===== src/rtl/fifo_pkg.sv =====
// Shared constants and helpers for the single-clock FIFO family.
// Holds read-mode selectors, default widths and the occupancy-width function.
// No logic; imported by synchronous_fifo and fifo_storage_ram.
package fifo_pkg;

  // Read-mode selectors for the fwft_mode parameter.
  localparam int FIFO_MODE_STD  = 0;
  localparam int FIFO_MODE_FWFT = 1;

  // Default geometry: 16 words of 8 bits.
  localparam int FIFO_DEF_ADDR_W = 4;
  localparam int FIFO_DEF_DATA_W = 8;

  // Bits needed to hold the values 0..depth inclusive.
  function automatic int fifo_count_width(input int depth);
    int w;
    w = 1;
    for (int i = 0; i < 31; i++) begin
      if ((1 << i) <= depth) w = i + 1;
    end
    return w;
  endfunction

endpackage


===== src/rtl/fifo_storage_ram.sv =====
// Purpose: 1-write/1-read register array backing the FIFO.
// Latency: write lands on the rising edge; read port is combinational from the array.
// Backpressure: none here; the caller decides when a write is legal.
// Ports: clk, we/wr_addr/wr_data (synchronous write), rd_addr/rd_data (asynchronous read).
module fifo_storage_ram
  import fifo_pkg::*;
#(
  parameter int address_bus_length = FIFO_DEF_ADDR_W,
  parameter int data_bus_length    = FIFO_DEF_DATA_W
) (
  input  logic                          clk,
  input  logic                          we,
  input  logic [address_bus_length-1:0] wr_addr,
  input  logic [data_bus_length-1:0]    wr_data,
  input  logic [address_bus_length-1:0] rd_addr,
  output logic [data_bus_length-1:0]    rd_data
);

  localparam int depth = 2 ** address_bus_length;

  // Storage is not reset: pointers and count define what is valid.
  logic [data_bus_length-1:0] mem [depth];

  always_ff @(posedge clk) begin
    if (we) mem[wr_addr] <= wr_data;
  end

  assign rd_data = mem[rd_addr];

endmodule


===== src/rtl/synchronous_fifo.sv =====
// Purpose: single-clock FIFO with count, threshold flags, sticky error flags, flush and FWFT option.
// Latency: standard mode data one edge after the accepting read; FWFT head visible the cycle after the write.
// Backpressure: writes refused while full (overflow sticky), reads refused while empty (underflow sticky).
// Ports: sys_clk/sys_rst (async active-low), flush, write_enable/trans_data, read_enable/recv_data,
//        fifo_full/fifo_empty/fifo_almost_full/fifo_almost_empty, fifo_count, overflow, underflow.
module synchronous_fifo
  import fifo_pkg::*;
#(
  parameter int address_bus_length = FIFO_DEF_ADDR_W,
  parameter int data_bus_length    = FIFO_DEF_DATA_W,
  parameter int almost_full_level  = 12,
  parameter int almost_empty_level = 2,
  parameter int fwft_mode          = FIFO_MODE_STD
) (
  input  logic                          sys_clk,
  input  logic                          sys_rst,
  input  logic                          flush,
  input  logic                          write_enable,
  input  logic [data_bus_length-1:0]    trans_data,
  input  logic                          read_enable,
  output logic [data_bus_length-1:0]    recv_data,
  output logic                          fifo_full,
  output logic                          fifo_empty,
  output logic                          fifo_almost_full,
  output logic                          fifo_almost_empty,
  output logic [address_bus_length:0]   fifo_count,
  output logic                          overflow,
  output logic                          underflow
);

  localparam int depth = 2 ** address_bus_length;
  localparam int cnt_w = fifo_count_width(depth);

  localparam logic [cnt_w-1:0] depth_c  = cnt_w'(depth);
  localparam logic [cnt_w-1:0] af_lvl   = cnt_w'(almost_full_level);
  localparam logic [cnt_w-1:0] ae_lvl   = cnt_w'(almost_empty_level);
  localparam logic [address_bus_length-1:0] ptr_one = address_bus_length'(1);

  logic [address_bus_length-1:0] wr_ptr_q, rd_ptr_q;
  logic [cnt_w-1:0]              count_q, count_nxt;
  logic                          full_q, empty_q, afull_q, aempty_q;
  logic                          ovf_q, unf_q;
  logic                          wr_acc, rd_acc;
  logic                          ram_we;
  logic [data_bus_length-1:0]    ram_rd_data;

  // Acceptance uses only the registered flags, so there is no enable-to-flag path.
  assign wr_acc = write_enable && !full_q;
  assign rd_acc = read_enable && !empty_q;

  // Gate with reset so a write request held during reset never lands in the array.
  assign ram_we = wr_acc && !flush && sys_rst;

  always_comb begin
    count_nxt = count_q;
    if (flush) begin
      count_nxt = '0;
    end else begin
      case ({wr_acc, rd_acc})
        2'b10:   count_nxt = count_q + cnt_w'(1);
        2'b01:   count_nxt = count_q - cnt_w'(1);
        default: count_nxt = count_q;
      endcase
    end
  end

  always_ff @(posedge sys_clk or negedge sys_rst) begin
    if (!sys_rst) begin
      wr_ptr_q <= '0;
      rd_ptr_q <= '0;
      count_q  <= '0;
      full_q   <= 1'b0;
      empty_q  <= 1'b1;
      afull_q  <= 1'b0;
      aempty_q <= 1'b1;
      ovf_q    <= 1'b0;
      unf_q    <= 1'b0;
    end else begin
      count_q  <= count_nxt;
      full_q   <= (count_nxt == depth_c);
      empty_q  <= (count_nxt == '0);
      afull_q  <= (count_nxt >= af_lvl);
      aempty_q <= (count_nxt <= ae_lvl);
      if (flush) begin
        wr_ptr_q <= '0;
        rd_ptr_q <= '0;
        ovf_q    <= 1'b0;
        unf_q    <= 1'b0;
      end else begin
        if (wr_acc) wr_ptr_q <= wr_ptr_q + ptr_one;
        if (rd_acc) rd_ptr_q <= rd_ptr_q + ptr_one;
        // A write against a full FIFO drops its data, even if a read frees a slot this cycle.
        if (write_enable && full_q) ovf_q <= 1'b1;
        // A read against empty paired with a write loses nothing; the word is delivered next.
        if (read_enable && empty_q && !write_enable) unf_q <= 1'b1;
      end
    end
  end

  fifo_storage_ram #(
    .address_bus_length(address_bus_length),
    .data_bus_length   (data_bus_length)
  ) u_ram (
    .clk    (sys_clk),
    .we     (ram_we),
    .wr_addr(wr_ptr_q),
    .wr_data(trans_data),
    .rd_addr(rd_ptr_q),
    .rd_data(ram_rd_data)
  );

  generate
    if (fwft_mode == FIFO_MODE_FWFT) begin : g_fwft
      // Head word straight from the array; forced to zero while empty so it is stable.
      assign recv_data = empty_q ? '0 : ram_rd_data;
    end else begin : g_std
      logic [data_bus_length-1:0] recv_q;
      always_ff @(posedge sys_clk or negedge sys_rst) begin
        if (!sys_rst) begin
          recv_q <= '0;
        end else if (!flush && rd_acc) begin
          recv_q <= ram_rd_data;
        end
      end
      assign recv_data = recv_q;
    end
  endgenerate

  assign fifo_count        = count_q;
  assign fifo_full         = full_q;
  assign fifo_empty        = empty_q;
  assign fifo_almost_full  = afull_q;
  assign fifo_almost_empty = aempty_q;
  assign overflow          = ovf_q;
  assign underflow         = unf_q;

endmodule

===== config.mk =====
export PLATFORM = sky130hd
export DESIGN_NAME = synchronous_fifo
export DESIGN_NICKNAME = d
export VERILOG_FILES = /design/src/rtl/fifo_pkg.sv /design/src/rtl/fifo_storage_ram.sv /design/src/rtl/synchronous_fifo.sv
export SDC_FILE = /design/constraint.sdc
export NUM_CORES = 1
export LEC_CHECK = 0
export ABC_AREA = 0
export CORE_UTILIZATION = 60
export DETAILED_ROUTE_END_ITERATION = 16
export MAX_ROUTING_LAYER = met4
export PLACE_DENSITY = 0.77
export SKIP_CTS_REPAIR_TIMING = 1
export SLEW_MARGIN = 20
export SYNTH_ARGS = -nofsm -noshare
export SYNTH_HDL_FRONTEND = slang
export SYNTH_SLANG_ARGS = --single-unit

===== constraint.sdc =====
create_clock -name sys_clk -period 3.8 [get_ports sys_clk]
set_clock_uncertainty 0.1 [all_clocks]
set_input_delay 0.57 -clock sys_clk [delete_from_list [all_inputs] [get_ports sys_clk]]
set_output_delay 0.57 -clock sys_clk [all_outputs]
set_load 0.01 [all_outputs]

==> metrics.md, run 1 <==
| Metric | Value |
|---|---|
| Outcome | `complete, no violations` |
| Setup TNS after final layout | `0 ps` |
| Cell at the slowest stage of the critical path | `sky130_fd_sc_hd__clkdlybuf4s50_1` |
| Cell area power density | `around 600 nW/um^2` |
| Worst skew pair latency | `~520 ps` |
| Number of vias per cell after detailed routing | `6.00` |
| Reg-to-reg setup timing slack | `1020 ps` |
| Post-Synthesis Cells | `349` |
| Die Y-Extent | `105 um` |
| Final Routed Wirelength | `approximately 12,000 um` |
| Nature of the critical path endpoint | `flop` |
| Warning count from the yosys run | `0` |
| Crit Path Max Fanout | `10` |
| Max Freq | `0.338 GHz` |
| Cell occurring most often along the worst timing path | `sky130_fd_sc_hd__inv_1` |
| Buffers and inverters on the worst path | `4` |
| Setup repair after global routing missed its margin | `no` |
| Critical path class | `input port to flop` |
| Longest Clk Path Bufs | `2` |
| Reg2reg path depth | `10` |
| Vias after detailed routing | `3,286` |
| Number of buffers added on ports | `31` |
| Post-route setup slack | `838 ps` |
| Proportion of netlist area held by the largest area contributor | `0.608` |
| Min Tclk post-route | `2960 ps` |
| H-tree level count | `4` |
| Number of synthesized register bits | `155` |
| Start of the worst register-to-register path | `fifo_full` |
| Hold violation total from the final report | `0` |
| Number of distinct library cells after synthesis | `42` |
| Synthesized net count | `369` |
| Initial antenna violation count | `0` |
| Largest net degree at the start of global routing | `36` |
| Data arrival, critical path | `roughly 3300 ps` |
| Number of nets still failing antenna checks after routing | `0` |
| Cell at the root of the clock tree | `sky130_fd_sc_hd__clkbuf_8` |
| Critical-path cell list | `clkdlybuf4s50_1 -> nor2b_1 -> buf_4 -> inv_1 -> ha_1 -> or2_2 -> a21o_1 -> o221ai_1 -> o21ai_0 -> inv_1 -> and4_1` |
| Critical path startpoint category | `input port` |
| Proportion of synthesized chip area in sequential cells | `0.715` |
| MaxCap Viol Count | `0` |
| Violation count after the first detailed-routing iteration | `238` |
| Syn avg cell area | `about 18 um^2` |
| Final design utilization | `0.724` |
| DR pass1 iterations | `5` |
| All-layer global routing usage | `0.244` |
| Width of the die | `105 um` |
| Critical R2R Capture | `fifo_full` |
| Layout Nets | `419` |
| Cell type contributing the most total cell area after synthesis | `sky130_fd_sc_hd__edfxtp_1` |
| Residual DRC | `0` |
| Netlist area before placement | `6320 um^2` |
| Clock tree from TritonCTS | `built` |
| Total power of the final layout | `4.48 mW` |
| Area of the die | `about 11,000 um^2` |
| Wire length of the first global-routing pass | `about 18,000 um` |
| Share of cells above drive strength 1 | `0.209` |
| Synthesis-to-layout area growth | `17.7%` |
| CP max stage delay | `500 ps` |
| Clock-pin slew on the worst setup and hold paths | `60 ps` |
| Vias in the first global route | `3,392` |
| Worst Max-Slew Pin Slew | `1040 ps` |
| Number of inserted diodes | `0` |
| Half-perimeter wire length after placement | `7370 um` |
| Static leakage | `between 2 and 3 nW` |
| Core ar. | `10,300 um^2` |
| Rows | `37` |
| Max-slew headroom at the worst pin | `0.310` |
| Num CTS Buffers | `17` |
| Worst hold path class | `input port to async pin` |
| Routed wire per std cell | `21.6 um` |
| Most common library cell in the layout ignoring fill and taps | `sky130_fd_sc_hd__edfxtp_1` |
| Clock Sinks | `roughly 160` |
| Share of the cycle needed by the critical path after routing | `0.779` |
| Top cells by area in the synthesized netlist | `sky130_fd_sc_hd__edfxtp_1 (61%), sky130_fd_sc_hd__dfrtp_1 (9.9%), sky130_fd_sc_hd__mux4_2 (8.5%)` |
| Final number of setup-violating endpoints | `0` |
| Top library cells by usage in the layout, fill and taps aside | `sky130_fd_sc_hd__edfxtp_1 (128), sky130_fd_sc_hd__clkdlybuf4s50_1 (31), sky130_fd_sc_hd__nor2_1 (28), sky130_fd_sc_hd__mux4_2 (24), sky130_fd_sc_hd__dfrtp_1 (24)` |
| Maximum resistive drop on vdd | `0.395 mV` |
| Worst slack at placement | `419 ps` |
| Residual overflow from global routing | `0` |
| Num ports | `32` |
| Starting density of the core | `0.615` |
| Final Max Slew Viols | `0` |
| Required time of the worst setup path | `~4200 ps` |
| Final weighted congestion in routability-driven placement | `0.807` |
| Family with the most delay on the worst path | `buffers and inverters` |
-- state kept, by name (all words and copies together) (netlist names) --
register and flops:
recv_data 8, overflow 1, fifo_full 1, u_ram.mem 128
fifo_count 5, rd_ptr_q 4, fifo_almost_full 1, fifo_empty 1
fifo_almost_empty 1, underflow 1, wr_ptr_q 4
-- area by class of cell --
class / count / area (um^2)
Sequential cell: 155 / 4520
Fill cell: 644 / 2840
Multi-Input combinational cell: 166 / 1660
Timing Repair Buffer: 50 / 465
Clock buffer: 19 / 422
Tap cell: 136 / 170
Clock inverter: 13 / 168
Inverter: 9 / 33.8
-- cell usage after synthesis --
| master | n |
|---|---|
| sky130_fd_sc_hd__inv_1 | 8 |
| sky130_fd_sc_hd__a21o_1 | 2 |
| sky130_fd_sc_hd__and3_1 | 1 |
| sky130_fd_sc_hd__ha_1 | 7 |
| sky130_fd_sc_hd__nand2_1 | 15 |
| sky130_fd_sc_hd__a21boi_0 | 1 |
| sky130_fd_sc_hd__or3b_2 | 1 |
| sky130_fd_sc_hd__buf_2 | 2 |
| sky130_fd_sc_hd__o31ai_1 | 2 |
| sky130_fd_sc_hd__nor3_1 | 14 |
| sky130_fd_sc_hd__nor2b_1 | 2 |
| sky130_fd_sc_hd__inv_2 | 1 |
| sky130_fd_sc_hd__buf_4 | 1 |
| sky130_fd_sc_hd__a21oi_1 | 5 |
| sky130_fd_sc_hd__mux2_2 | 8 |
| sky130_fd_sc_hd__mux4_2 | 24 |
| sky130_fd_sc_hd__o211ai_1 | 1 |
| sky130_fd_sc_hd__or2_2 | 1 |
| sky130_fd_sc_hd__nor3b_1 | 1 |
| sky130_fd_sc_hd__edfxtp_1 | 128 |
| sky130_fd_sc_hd__dfrtp_1 | 25 |
| sky130_fd_sc_hd__nand4_1 | 3 |
| sky130_fd_sc_hd__a31oi_1 | 2 |
| sky130_fd_sc_hd__a41oi_1 | 1 |
| sky130_fd_sc_hd__clkbuf_1 | 10 |
| sky130_fd_sc_hd__a211o_1 | 1 |
| sky130_fd_sc_hd__mux2i_1 | 9 |
| sky130_fd_sc_hd__o211a_1 | 1 |
| sky130_fd_sc_hd__buf_12 | 1 |
| sky130_fd_sc_hd__a221o_1 | 8 |
| sky130_fd_sc_hd__o21ai_0 | 2 |
| sky130_fd_sc_hd__buf_1 | 3 |
| sky130_fd_sc_hd__dfstp_2 | 2 |
| sky130_fd_sc_hd__xnor2_1 | 4 |
| sky130_fd_sc_hd__buf_6 | 2 |
| sky130_fd_sc_hd__nor2_1 | 28 |
| sky130_fd_sc_hd__nand2b_1 | 4 |
| sky130_fd_sc_hd__a41o_1 | 2 |
| sky130_fd_sc_hd__mux4_1 | 8 |
| sky130_fd_sc_hd__and4_1 | 1 |
| sky130_fd_sc_hd__o221ai_1 | 1 |
| sky130_fd_sc_hd__xor2_1 | 6 |
-- kinds of logic (layout without fill, tap and decap cells) --
| group | count (synthesis) | in the layout | synth area share |
|---|---|---|---|
| DFF | 155 | 155 | 0.715 |
| buffers and inverters | 28 | 91 | 0.0226 |
| xor gates and xnor gates | 10 | 10 | 0.0138 |
| AOI/OAI and AO/OA | 29 | 29 | 0.0362 |
| adders and majority gates | 7 | 7 | 0.0138 |
| and+or+nand+nor | 71 | 71 | 0.0514 |
| muxes | 49 | 49 | 0.147 |
-- routing by layer --
layer / part of all wire / global-route usage / up-vias
li1: - / - / 1479
met1: 0.42 / 0.321 / 1665
met2: 0.50 / 0.377 / 124
met3: 0.065 / 0.0512 / 18
met4: 0.019 / 0.101 / 0
met5: 0 / - / -
-- power by group --
| part | switching, mW | total [mW] | leakage (nW) | internal (mW) |
|---|---|---|---|---|
| Sequential | 0.103 | 2.04 | 1.50 | 1.94 |
| Clock | 0.661 | 1.67 | 0.284 | 1.01 |
| Combinational | 0.343 | 0.772 | 0.770 | 0.429 |
| Total | 1.11 | 4.48 | 2.56 | 3.37 |
-- how the worst max path moves through the flow --
stage / end / depth (start not counted) / startpoint / slack (ps)
global placement: fifo_full / 11 / write_enable / 510
detailed placement: fifo_full / 11 / write_enable / 420
floorplan: fifo_full / 11 / write_enable / 1140
CTS: fifo_full / 11 / write_enable / 910
global route: fifo_full / 11 / write_enable / 710
finish: fifo_full / 11 / write_enable / 840
-- metrics by stage --
stage	std cells	instance area [um^2]	hold WS [ps]
global placement	516	6850	387
detailed placement	516	6850	399
finish	548	7440	356
CTS	548	7440	351
global route	548	7440	364
floorplan	349	6320	174
No activity file was read; power rests on OpenSTA's default activity.
==> run 2: changes to the inputs <==
--- a/config.mk
+++ b/config.mk
@@ -6,10 +6,10 @@
 export NUM_CORES = 1
 export LEC_CHECK = 0
 export ABC_AREA = 0
-export CORE_UTILIZATION = 60
+export CORE_UTILIZATION = 54
 export DETAILED_ROUTE_END_ITERATION = 16
 export MAX_ROUTING_LAYER = met4
-export PLACE_DENSITY = 0.77
+export PLACE_DENSITY = 0.73
 export SKIP_CTS_REPAIR_TIMING = 1
 export SLEW_MARGIN = 20
 export SYNTH_ARGS = -nofsm -noshare
==> constraint.sdc (replaced) <==
create_clock -name sys_clk -period 2.5 [get_ports sys_clk]
set_clock_uncertainty 0.1 [all_clocks]
set_input_delay 0.375 -clock sys_clk [delete_from_list [all_inputs] [get_ports sys_clk]]
set_output_delay 0.375 -clock sys_clk [all_outputs]
set_load 0.01 [all_outputs]
==> run 2 against run 1 <==
  * Count of clock-buffer cells in the layout down 2
  * Clock power is 49% higher
  * Sequential share of layout area is 1.3 points lower
  * Wire length rose by 5.9%
  * Global-route usage shrank 0.82 points
  * First-iteration DRC count increased by 45%
  * Critical path depth fell by 1
  * Combinational power is 75% higher
  * Non-clock buffer count grew 18
  * Utilization fell by 5.9 points
==> metrics.md, run 2 (synthesis results as in run 1) <==
| Metric | Value |
|---|---|
| DR pass1 iterations | `4 (-1)` |
| Share of cells above drive strength 1 | `0.258 (+0.0494)` |
| Max Freq | `between 0.4 and 0.5 GHz` |
| Clock Sinks | `155 (unchanged)` |
| Most common library cell in the layout ignoring fill and taps | `sky130_fd_sc_hd__edfxtp_1` |
| Number of inserted diodes | `0 (unchanged)` |
| Share of the cycle needed by the critical path after routing | `0.947` |
| Residual DRC | `0 (unchanged)` |
| Cell area reported after detailed placement | `6990 um^2 (+2.0%)` |
| Synthesis-to-layout area growth | `20.1%` |
| # fillers | `775 (+20%)` |
| Design Area, Final | `7600 um^2 (+2.1%)` |
| Largest register FFs | `128 (unchanged)` |
| Longest Clk Path Bufs | `2 (unchanged)` |
| Worst skew pair latency | `420 ps (-100 ps)` |
| Clock tree from TritonCTS | `built` |
| Required time of the worst setup path | `2720 ps (-1440 ps)` |
| Number of nets still failing antenna checks after routing | `0 (unchanged)` |
| Top library cells by usage in the layout, fill and taps aside | `sky130_fd_sc_hd__edfxtp_1 (128), sky130_fd_sc_hd__buf_4 (36), sky130_fd_sc_hd__clkdlybuf4s50_1 (31), sky130_fd_sc_hd__nor2_1 (27)` |
| H-tree level count | `4 (unchanged)` |
| Rows | `39 (+5.4%)` |
| Critical path startpoint category | `flop` |
| Wire length of the first global-routing pass | `18,900 um (+2.2%)` |
| Half-perimeter wire length after placement | `7480 um (+1.5%)` |
| Vias in the first global route | `3,307 (-2.5%)` |
| Number of buffers added on ports | `31 (unchanged)` |
| Min Tclk post-route | `2370 ps` |
| MaxCap Viol Count | `0 (unchanged)` |
| Critical path class | `flop to flop` |
| Maximum resistive drop on vdd | `0.814 mV (+110%)` |
| Largest net degree at the start of global routing | `36 (unchanged)` |
| Final number of setup-violating endpoints | `0 (unchanged)` |
| Num ports | `32 (unchanged)` |
| Data arrival, critical path | `2590 ps (-740 ps)` |
| Final Routed Wirelength | `12,500 um (+5.9%)` |
| Routed wire per std cell | `21.8 um (+1.3%)` |
| Final Max Slew Viols | `0 (unchanged)` |
| Hold slack final | `281 ps (-75.3 ps)` |
| Starting density of the core | `0.554 (-0.0615)` |
| Area of the die | `12,100 um^2 (+11%)` |
| Worst Max-Slew Pin Slew | `588 ps (-448 ps)` |
| Violation count after the first detailed-routing iteration | `345 (+45%)` |
| Static leakage | `2.65 nW (+3.7%)` |
| Worst hold path class | `input port to async pin` |
| Clock-pin slew on the worst setup and hold paths | `60 ps (about the same)` |
| Cell area power density | `907 nW/um^2 (+51%)` |
| Width of the die | `110 um (+5.3%)` |
| Layout Nets | `437 (+4.3%)` |
| Vias after detailed routing | `3,372 (+2.6%)` |
| Outcome | `complete, no violations` |
| Total power of the final layout | `6.89 mW (+54%)` |
| Setup repair after global routing missed its margin | `no` |
| Die Y-Extent | `110 um (+5.3%)` |
| Initial antenna violation count | `0 (unchanged)` |
| Nature of the critical path endpoint | `flop` |
| Hold violation total from the final report | `0 (unchanged)` |
| Biggest register | `u_ram.mem` |
| Number of vias per cell after detailed routing | `5.88 (-1.9%)` |
| Core ar. | `11,400 um^2 (+11%)` |
| Max-slew headroom at the worst pin | `0.607 (+0.297)` |
| Cell at the root of the clock tree | `sky130_fd_sc_hd__clkbuf_16` |
| All-layer global routing usage | `0.236 (-0.00817)` |
| Residual overflow from global routing | `0 (unchanged)` |
| Crit Path Max Fanout | `3 (-7)` |
| Final weighted congestion in routability-driven placement | `0.843 (+4.5%)` |
| Num CTS Buffers | `17 (unchanged)` |
run 2: changes by cell type in the layout (fill, tap and decap cells not counted), moves of 2 or more:
cell                       before  now
sky130_fd_sc_hd__clkinv_1       1    3
sky130_fd_sc_hd__clkinv_2       2    4
sky130_fd_sc_hd__buf_4         18   36
sky130_fd_sc_hd__inv_6          1    3
sky130_fd_sc_hd__clkinv_4       2    0
sky130_fd_sc_hd__clkbuf_1       2    0
run 2: worst paths after layout:
path	startpoint	to	slack, ps	cells after the start
max	fifo_empty	fifo_full	130	10
min	sys_rst	fifo_count[3]	280	2
max reg2reg	fifo_empty	fifo_full	130	10
min reg2reg	overflow	overflow	400	2
max in group asynchronous	sys_rst	fifo_empty	1720	2
min in group sys_clk	overflow	overflow	400	2
run 2: cell type report:
cell class,instances,area [um^2],area share
Clock buffer,17,425,0.0560
Clock inverter,15,144,0.0189
Inverter,9,33.8,0.00445
Multi-Input combinational cell,166,1690,0.223
Sequential cell,155,4520,0.595
Tap cell,143,179,0.0235
Timing Repair Buffer,68,601,0.0790
run 2: critical path: stages (launching register included):
cell and delay [ps]:
sky130_fd_sc_hd__dfstp_2 540, sky130_fd_sc_hd__nand2b_4 120, sky130_fd_sc_hd__nor2_2 50, sky130_fd_sc_hd__xor2_1 170
sky130_fd_sc_hd__ha_2 200, sky130_fd_sc_hd__or3b_4 370, sky130_fd_sc_hd__nand4_1 150, sky130_fd_sc_hd__o221ai_2 130
sky130_fd_sc_hd__o21ai_2 160, sky130_fd_sc_hd__inv_1 80, sky130_fd_sc_hd__and4_1 170
run 2: stage by stage:
stage / util / worst slack (ps) / TNS [ps] / instances
6_report: 0.665 / 132 / 0 / 573
5_1_grt: 0.665 / 11.9 / 0 / 573
3_3_place_gp: 0.612 / -343 / -1350 / 540
3_5_place_dp: 0.612 / -425 / -1860 / 540
2_1_floorplan: - / 34.0 / 0 / 349
4_1_cts: 0.662 / -42.5 / -42.5 / 572
run 2: layer usage:
layer  track usage  vias to the layer above  wire length, um
met5             -                        -                0
met4        0.0883                        0              206
met3        0.0623                       21              973
met2         0.353                      153             6100
met1         0.314                     1677             5230
li1              -                     1521                -
run 2: power by group:
group | switching (mW) | internal, mW
combinational | 0.613 | 0.735
clock | 1.02 | 1.46
sequential | 0.121 | 2.95
==> run 3: changes to the inputs <==
--- a/config.mk
+++ b/config.mk
@@ -6,6 +6,7 @@
 export NUM_CORES = 1
 export LEC_CHECK = 0
 export ABC_AREA = 0
+export CORE_ASPECT_RATIO = 1.1
 export CORE_UTILIZATION = 54
 export DETAILED_ROUTE_END_ITERATION = 16
 export MAX_ROUTING_LAYER = met4
==> run 3 against run 2 <==
  * Combinational power hardly changed
  * Clock power is 3% higher
  * Non-clock buffer count up 6
  * Global-route usage decreased by 0.32 points
  * Die area about the same
  * Sequential share of layout area decreased by 0.96 points
  * Utilization is 0.97 points higher
  * Final area rose by 1.6%
  * Register-to-register slack improved by 40 ps
  * Critical endpoint unchanged
  * Highest routed layer unchanged
==> metrics.md, run 3 (synthesis results as in run 1) <==
| Metric | Value |
|---|---|
| All-layer global routing usage | `0.233 (-0.00325)` |
| DR pass1 iterations | `5 (+1)` |
| Residual overflow from global routing | `0 (unchanged)` |
| Final number of setup-violating endpoints | `0 (unchanged)` |
| Static leakage | `2.72 nW (+2.7%)` |
| Critical path class | `flop to flop` |
| Routed wire per std cell | `21.1 um (-3.2%)` |
| Vias after detailed routing | `3,397 (+0.74%)` |
| Synthesis-to-layout area growth | `22.1%` |
| Setup TNS after final layout | `0 ps (unchanged)` |
| Worst hold path class | `input port to flop` |
| Data arrival, critical path | `2570 ps (-20 ps)` |
| Max-slew headroom at the worst pin | `0.541 (-0.0656)` |
| Num ports | `32 (unchanged)` |
| Top library cells by usage in the layout, fill and taps aside | `sky130_fd_sc_hd__edfxtp_1 (128), sky130_fd_sc_hd__buf_4 (41), sky130_fd_sc_hd__clkdlybuf4s50_1 (30), sky130_fd_sc_hd__nor2_1 (27)` |
| Worst skew pair latency | `410 ps (about the same)` |
| Die Y-Extent | `116 um (+4.8%)` |
| Layout Nets | `443 (+1.4%)` |
| Core ar. | `11,400 um^2 (+0.19%)` |
| Min Tclk post-route | `2330 ps (-40.0 ps)` |
| Share of cells above drive strength 1 | `0.273 (+0.0148)` |
| Number of nets still failing antenna checks after routing | `0 (unchanged)` |
| Num CTS Buffers | `17 (unchanged)` |
| Int Pwr | `5.29 mW (+2.8%)` |
| Max Freq | `0.430 GHz (+1.7%)` |
| MaxCap Viol Count | `0 (unchanged)` |
| Biggest register | `u_ram.mem` |
| Part of the total power dissipated in the clock network | `0.367 (+0.007)` |
| Sw frac | `0.241 (-0.0124)` |
| Reg2reg path depth | `10 (unchanged)` |
| Half-perimeter wire length after placement | `8140 um (+8.8%)` |
| Hold violation total from the final report | `0 (unchanged)` |
| Clock Sinks | `155 (unchanged)` |
| Largest net degree at the start of global routing | `31 (-14%)` |
| Initial antenna violation count | `0 (unchanged)` |
| Share of power burned in registers | `0.443 (-0.002)` |
| Outcome | `complete, no violations` |
| Residual DRC | `0 (unchanged)` |
| Starting density of the core | `0.553 (-0.00103)` |
| Number of vias per cell after detailed routing | `5.80 (-1.5%)` |
| Required time of the worst setup path | `2740 ps (+20 ps)` |
| Final weighted congestion in routability-driven placement | `0.874 (+3.7%)` |
| Violation count after the first detailed-routing iteration | `192 (-44%)` |
| Post-route setup slack | `172 ps (+40.0 ps)` |
| Worst Max-Slew Pin Slew | `685 ps (+97.7 ps)` |
| Number of inserted diodes | `0 (unchanged)` |
| Cell area power density | `903 nW/um^2 (-0.49%)` |
| Non-filler instance count after layout | `586 (+2.3%)` |
| Final Routed Wirelength | `12,400 um (-0.97%)` |
| Reg-to-reg setup timing slack | `170 ps (+40 ps)` |
| Crit Path Max Fanout | `3 (unchanged)` |
| Largest register FFs | `128 (unchanged)` |
| H-tree level count | `4 (unchanged)` |
| Net switching power | `1.68 mW (-3.8%)` |
| Vias in the first global route | `3,483 (+5.3%)` |
| Share of the cycle needed by the critical path after routing | `0.931 (-0.0160)` |
| Number of buffers added on ports | `31 (unchanged)` |
| Critical path startpoint category | `flop` |
| Post-placement cell count | `552 (+2.2%)` |
| Setup repair after global routing missed its margin | `no` |
| Worst hold path stage count | `3` |
| Most common library cell in the layout ignoring fill and taps | `sky130_fd_sc_hd__edfxtp_1` |
| Rows | `41 (+5.1%)` |
| Gate power share | `0.190 (-0.006)` |
| Clock tree from TritonCTS | `built` |
| Maximum resistive drop on vdd | `0.562 mV (-31%)` |
| Cell at the root of the clock tree | `sky130_fd_sc_hd__clkbuf_16` |
| Longest Clk Path Bufs | `2 (unchanged)` |
| Area of the die | `12,200 um^2 (about the same)` |
| Nature of the critical path endpoint | `flop` |
| Width of the die | `105 um (-4.6%)` |
| Final Max Slew Viols | `0 (unchanged)` |
| Hold slack final | `176 ps (-105 ps)` |
| Worst slack at placement | `-381 ps (+44.1 ps)` |
| Wire length of the first global-routing pass | `19,400 um (+2.3%)` |
| Clock-pin slew on the worst setup and hold paths | `60 ps (about the same)` |
## run 3: final cells by class
cell class | instances | area, um^2
Clock buffer | 26 | 574
Clock inverter | 6 | 41.3
Fill cell | 734 | 3720
Inverter | 9 | 33.8
Multi-Input combinational cell | 166 | 1700
Sequential cell | 155 | 4520
Tap cell | 150 | 188
Timing Repair Buffer | 74 | 661
## run 3: path summary, 6_finish.rpt
| path | from | to |
|---|---|---|
| setup / recovery | fifo_empty | fifo_full |
| hold / removal | write_enable | overflow |
| setup reg to reg | fifo_empty | fifo_full |
| hold reg to reg | overflow | overflow |
| max in group asynchronous | sys_rst | fifo_almost_empty |
| min in group asynchronous | sys_rst | recv_data[7] |
## run 3: per-layer routing
layer	global-route usage	vias up	wire length, um
li1	-	1529	-
met1	0.283	1747	5080
met2	0.384	106	6570
met3	0.0546	15	527
met4	0.0873	0	217
met5	-	-	0
## run 3: worst max-delay path: stages, from the launching register on
cell	delay, ps
sky130_fd_sc_hd__dfstp_2	530
sky130_fd_sc_hd__nand2b_4	130
sky130_fd_sc_hd__buf_4	130
sky130_fd_sc_hd__inv_2	40
sky130_fd_sc_hd__ha_1	300
sky130_fd_sc_hd__or2_2	330
sky130_fd_sc_hd__a21o_1	170
sky130_fd_sc_hd__o221ai_2	190
sky130_fd_sc_hd__o21ai_2	100
sky130_fd_sc_hd__inv_1	70
sky130_fd_sc_hd__and4_1	180
## run 3: through the flow
stage	utilization	instance area, um^2	power, mW
6_report	0.675	7720	6.97
5_1_grt	0.675	7720	7.25
4_1_cts	0.670	7660	6.98
3_5_place_dp	0.616	7050	4.42
3_3_place_gp	0.616	7050	4.38
2_1_floorplan	-	6320	3.88
## run 3: power groups by stage
stage | Combinational [mW] | Clock [mW] | Sequential (mW)
global placement | 1.25 | 0 | 3.13
finish | 1.33 | 2.56 | 3.09
detailed placement | 1.29 | 0 | 3.13
global route | 1.44 | 2.70 | 3.10
CTS | 1.29 | 2.60 | 3.08
floorplan | 0.745 | 0 | 3.14
